$ cat config.mk
export PLATFORM = sky130hd
export DESIGN_NAME = issue_ctrl
export DESIGN_NICKNAME = d
export VERILOG_FILES = /design/src/rtl/issue_ctrl.sv
export SDC_FILE = /design/constraint.sdc
export NUM_CORES = 1
export LEC_CHECK = 0
export ABC_AREA = 1
export BUFFER_PORTS_ARGS = -buffer_cell sky130_fd_sc_hd__clkbuf_2
export CAP_MARGIN = 20
export CORE_MARGIN = 2
export CORE_UTILIZATION = 39
export CTS_CLUSTER_DIAMETER = 30
export DETAILED_ROUTE_END_ITERATION = 12
export PLACE_DENSITY = 0.7
export SYNTH_ARGS = -nofsm -noshare
export SYNTH_HDL_FRONTEND = slang
export SYNTH_SLANG_ARGS = --single-unit
$ cat constraint.sdc
create_clock -name clk -period 1.8 [get_ports clk]
set_input_delay 0 -clock clk [delete_from_list [all_inputs] [get_ports clk]]
set_output_delay 0 -clock clk [all_outputs]
set_load 0.01 [all_outputs]
$ cat src/rtl/issue_ctrl.sv
// issue_ctrl: single-slot issue controller between decoder and back end.
// Holds one decoded instruction and fires it into the ROB plus either the
// RS or the LSB once both have room. JALR blocks further issue until its
// target resolves. Rollback empties the slot.
//
// Optional feature macro: ISSUE_STAT_EN (fire / stall statistics counters).
//
// Ports:
//   clk, rst_n              clock, async active-low reset
//   rdy_in                  global ready (low freezes everything)
//   rollback_in             flush
//   id_*                    decoder handshake and instruction fields
//   rob/rs/lsb_full_in      back-end full flags
//   rob_ava_id_in           next free ROB tag
//   jalr_done_in            JALR target resolved
//   rob/rs/lsb_we_out       write strobes
//   issue_*_out             slot contents plus ROB tag
//   rf_rename_*_out         rename-table write
//   issue_cnt_out, stall_cnt_out  statistics

`ifndef REGBW
`define REGBW 5
`endif
`ifndef ROBBW
`define ROBBW 4
`endif
`ifndef ALU
`define ALU 3'd0
`endif
`ifndef BRC
`define BRC 3'd1
`endif
`ifndef JMP
`define JMP 3'd2
`endif
`ifndef LD
`define LD 3'd3
`endif
`ifndef ST
`define ST 3'd4
`endif
`ifndef JALR
`define JALR 6'd25
`endif

module issue_ctrl #(
  parameter int PAYLOAD_W = 120
) (
  input  logic                 clk,
  input  logic                 rst_n,
  input  logic                 rdy_in,
  input  logic                 rollback_in,
  input  logic                 id_flag_in,
  input  logic [2:0]           id_type_in,
  input  logic [5:0]           id_code_in,
  input  logic [`REGBW-1:0]    id_rd_in,
  input  logic [PAYLOAD_W-1:0] id_payload_in,
  output logic                 id_ready_out,
  input  logic                 rob_full_in,
  input  logic                 rs_full_in,
  input  logic                 lsb_full_in,
  input  logic [`ROBBW-1:0]    rob_ava_id_in,
  input  logic                 jalr_done_in,
  output logic                 rob_we_out,
  output logic                 rs_we_out,
  output logic                 lsb_we_out,
  output logic [2:0]           issue_type_out,
  output logic [5:0]           issue_code_out,
  output logic [`REGBW-1:0]    issue_rd_out,
  output logic [PAYLOAD_W-1:0] issue_payload_out,
  output logic [`ROBBW-1:0]    issue_rob_id_out,
  output logic                 rf_rename_we_out,
  output logic [`REGBW-1:0]    rf_rename_rd_out,
  output logic [`ROBBW-1:0]    rf_rename_rob_out,
  output logic [31:0]          issue_cnt_out,
  output logic [31:0]          stall_cnt_out
);

  typedef enum logic [1:0] {EMPTY, FULL, JWAIT} state_t;

  state_t               state;
  logic [2:0]           s_type;
  logic [5:0]           s_code;
  logic [`REGBW-1:0]    s_rd;
  logic [PAYLOAD_W-1:0] s_payload;

  logic is_mem, tgt_full, fire, accept, show, is_jalr, live;

  assign live     = rdy_in && !rollback_in;
  assign is_mem   = (s_type == `LD) || (s_type == `ST);
  assign tgt_full = is_mem ? lsb_full_in : rs_full_in;
  assign is_jalr  = (s_code == `JALR);
  assign fire     = (state == FULL) && live && !rob_full_in && !tgt_full;
  // rst_n term keeps the handshake low while reset is asserted.
  assign id_ready_out = rst_n && live &&
                        ((state == EMPTY) || (fire && !is_jalr));
  assign accept   = id_flag_in && id_ready_out;
  assign show     = (state != EMPTY);

  assign rob_we_out = fire;
  assign rs_we_out  = fire && !is_mem;
  assign lsb_we_out = fire && is_mem;

  // Slot contents are only presented while occupied; stale data after a
  // plain fire stays hidden.
  assign issue_type_out    = show ? s_type    : '0;
  assign issue_code_out    = show ? s_code    : '0;
  assign issue_rd_out      = show ? s_rd      : '0;
  assign issue_payload_out = show ? s_payload : '0;
  assign issue_rob_id_out  = show ? rob_ava_id_in : '0;

  assign rf_rename_we_out  = fire && (s_rd != '0);
  assign rf_rename_rd_out  = issue_rd_out;
  assign rf_rename_rob_out = issue_rob_id_out;

  always_ff @(posedge clk or negedge rst_n) begin
    if (!rst_n) begin
      state     <= EMPTY;
      s_type    <= '0;
      s_code    <= '0;
      s_rd      <= '0;
      s_payload <= '0;
    end else if (rdy_in) begin
      if (rollback_in) begin
        state     <= EMPTY;
        s_type    <= '0;
        s_code    <= '0;
        s_rd      <= '0;
        s_payload <= '0;
      end else begin
        if (accept) begin
          s_type    <= id_type_in;
          s_code    <= id_code_in;
          s_rd      <= id_rd_in;
          s_payload <= id_payload_in;
        end
        unique case (state)
          EMPTY: if (accept) state <= FULL;
          FULL: begin
            if (fire) begin
              if (is_jalr)     state <= JWAIT;
              else if (accept) state <= FULL;
              else             state <= EMPTY;
            end
          end
          JWAIT: if (jalr_done_in) state <= EMPTY;
          default: state <= EMPTY;
        endcase
      end
    end
  end

`ifdef ISSUE_STAT_EN
  logic [31:0] issue_cnt, stall_cnt;

  always_ff @(posedge clk or negedge rst_n) begin
    if (!rst_n) begin
      issue_cnt <= '0;
      stall_cnt <= '0;
    end else begin
      if (fire) issue_cnt <= issue_cnt + 32'd1;
      if ((state == FULL) && live && !fire) stall_cnt <= stall_cnt + 32'd1;
    end
  end

  assign issue_cnt_out = issue_cnt;
  assign stall_cnt_out = stall_cnt;
`else
  assign issue_cnt_out = '0;
  assign stall_cnt_out = '0;
`endif

endmodule

==> run_results.csv <==
group,metric,value,unit
worst_hold_path,holdCritPathClass,"input pin to flop",
sta,finalCritPeriodShare,107,%
sta,worstMarginPinSlew,806,ps
sta,hold_viol,0,
clocking,clock_sinks,136,
placed_design,globalplace.congestion,0.825,
grt,grt_use_total,23.1,%
grt,grt_pass1_vias,7304,
synthesis,syn-instance-count,990,
setup_path,cp_data_required_time,1800,ps
clocking,cts_tree,"done",
finish,syn_to_final_growth,56.0,%
outcome,status,"finished with violations",
synthesis,synth_warnings,0,
setup_path,r2r.worst_path.cells,10,
clocking,cts_root_buf,"clkbuf_16",
sta,max_freq,521,MHz
route,first_iter_violations,551,
route,via_count,7824,
sta,rsz0062_at_grt,"true",
setup_path,critPathKind,"flop to output pin",
finish,fillers,1474,
finish,layout-drive-gt1-share,27.9,%
worst_hold_path,hp-start,"jalr_done_in",
die,core,18000,sq um
finish,finish.instance_area,11200,sq um
sta,slew_viol_final,0,
setup_path,r2r_slack,-110,ps
setup_path,worstSetupEndpointType,"output pin",
grt,grt_max_degree,137,
placed_design,dpl.hpwl,13100,um
setup_path,r2r-start,"s_type[0]",
die,die_w,140,um
placed_design,placed_cell_area,8590,sq um
die,die_h,140,um
sta,setup_violations,136,
route,wl_per_cell,15.4,um
finish,final_core_util,62.1,%
synthesis,synth_cell_type_count,21,
finish,fin_nets,1570,
die,die_area,19500,sq um
grt,antenna_found_initial,0,
synthesis,ys_ff_latch,136,
grt,gr-total-overflow,0,
synthesis,avgSynthCellArea,7.25,sq um
synthesis,synth_area,7180,sq um
finish,multi_input_area,2740,sq um
run,drv_cap,0,
route,wl,25600,um
die,ios,363,
clocking,path_clk_slew,60,ps
clocking,cts_buffer_depth,2,
pwr,powerDensity,760,nW/um^2
placed_design,numPortBuffers,298,
sta,setup_slack,-119,ps
clocking,clk_latency,410,ps
pwr,power.leakage,0.00617,uW
route,drc,0,
setup_path,arrival,1920,ps
clocking,htreeDepth,4,
die,initial_core_util,39.8,%
setup_path,crit_fanout,4,
route,antenna_left,0,
setup_path,critPathLaunchType,"flop",
synthesis,synth.yosys.seq_area_share,47.4,%
outcome,violations,"setup timing",
worst_hold_path,hold_depth,5,
grt,grt_pass1_wl,36500,um
sta,worst_clock_skew,8.27,ps
finish,n_antenna_cell,0,
die,rows,49,
route,vias_per_cell,4.70,
worst_hold_path,min_to,"state[1]",
pwr,worst_ir_drop_vdd,626,uV
route,dr.pass1.iters,5,
sta,min_period,1920,ps
finish,seq_area,3400,sq um
sta,max_slew_margin,46.2,%
clocking,cts_buffers,17,
setup_path,reg2reg_to,"s_code[5]",
## stage by stage
stage	setup TNS, ps	power, uW	hold WS (ps)	setup WS [ps]	cells
2_1_floorplan	0	4200	-296	207	1053
3_3_place_gp	0	4580	229	55.9	1465
3_5_place_dp	0	4600	225	21.1	1465
4_1_cts	-2650	8410	22.7	-66.3	1645
5_1_grt	-23680	8920	106	-226	1664
6_report	-7750	8510	50.6	-119	1664
## worst max-delay path by stage
| stage | slack (ps) | cells past startpoint | startpoint | end |
|---|---|---|---|---|
| detailed placement | 20 | 8 | s_type[1] | s_payload[67] |
| CTS | -70 | 9 | s_type[1] | s_payload[60] |
| global placement | 60 | 8 | s_type[1] | s_payload[86] |
| floorplan | 210 | 12 | s_type[1] | s_payload[78] |
| global route | -230 | 10 | s_type[0] | s_payload[50] |
| finish | -120 | 8 | s_type[0] | id_ready_out |
## state kept, by name, indices dropped and copies added (netlist names)
register	count
s_payload	120
s_code	6
s_rd	5
s_type	3
state	2
## power by group
group	switching, uW	internal [uW]
Clock	1370	2050
Combinational	931	762
Sequential	131	3270
## cells in the final DEF (no fill, tap or decap), types with 7 or more instances in the layout
cell type	instances
inv_1	142
nand2_1	268
conb_1	64
buf_6	9
buf_12	8
clkbuf_2	294
buf_16	7
nand3_1	135
dfrtp_1	136
nand2_2	11
clkbuf_16	24
dlygate4sd3_1	138
buf_4	14
nor2_1	143
## timing repair
| action | in CTS | in global routing |
|---|---|---|
| resized for setup | 5 | 44 |
| endpoints found under the setup margin | 88 | 152 |
| cloned | 5 | 17 |
| pin swaps | 2 | 14 |
| hold buffers | 138 | 0 |
| endpoints found under the hold margin | 272 | 0 |
| setup buffers | 6 | 3 |
## critical path: stages (launching register included)
cell and delay, ps:
dfrtp_1 420, o21ai_2 170, nand2_1 100, nand2_2 80, nand4_1 120, buf_4 170
a21boi_4 210, buf_12 150, buf_6 90
## layout make-up
cell class	count	share of cell area [%]
Tap cell	229	2.56
Timing Repair Buffer	481	32.6
Inverter	144	4.83
Clock buffer	18	3.83
Sequential cell	136	30.4
Clock inverter	13	1.30
Multi-Input combinational cell	643	24.5
## cells in the mapped netlist, drive strengths merged
cell	number	share of area, %
nand2	282	15
nor2	145	7.6
inv	144	7.5
nand3	141	9.8
dfrtp	136	47
buf	101	10
clkbuf	31	1.6
nor3	2	0.14
a21boi	1	0.10
a21oi	1	0.070
and3	1	0.087
conb	1	0.052
nand4	1	0.087
nor4	1	0.087
o21ai	1	0.070
o41ai	1	0.12
## logic make-up (layout without fill, tap and decap cells)
logic type | Yosys count | count (layout) | synth area share, %
compound gates | 4 | 4 | 0.366
buf+inv | 276 | 656 | 19.6
flops | 136 | 136 | 47.4
other cells | 1 | 64 | 0.0522
simple gates | 573 | 575 | 32.6
## per-layer routing
metal	up-vias	GRT usage (%)	part of all wire (%)	routed length, um
met5	-	0	0	0
met4	0	7.74	2.4	602
met3	49	5.61	8.8	2260
met2	456	39.3	49	12600
met1	3632	28.8	40	10100
li1	3687	-	-	-
(Power assumes the default switching activity.)
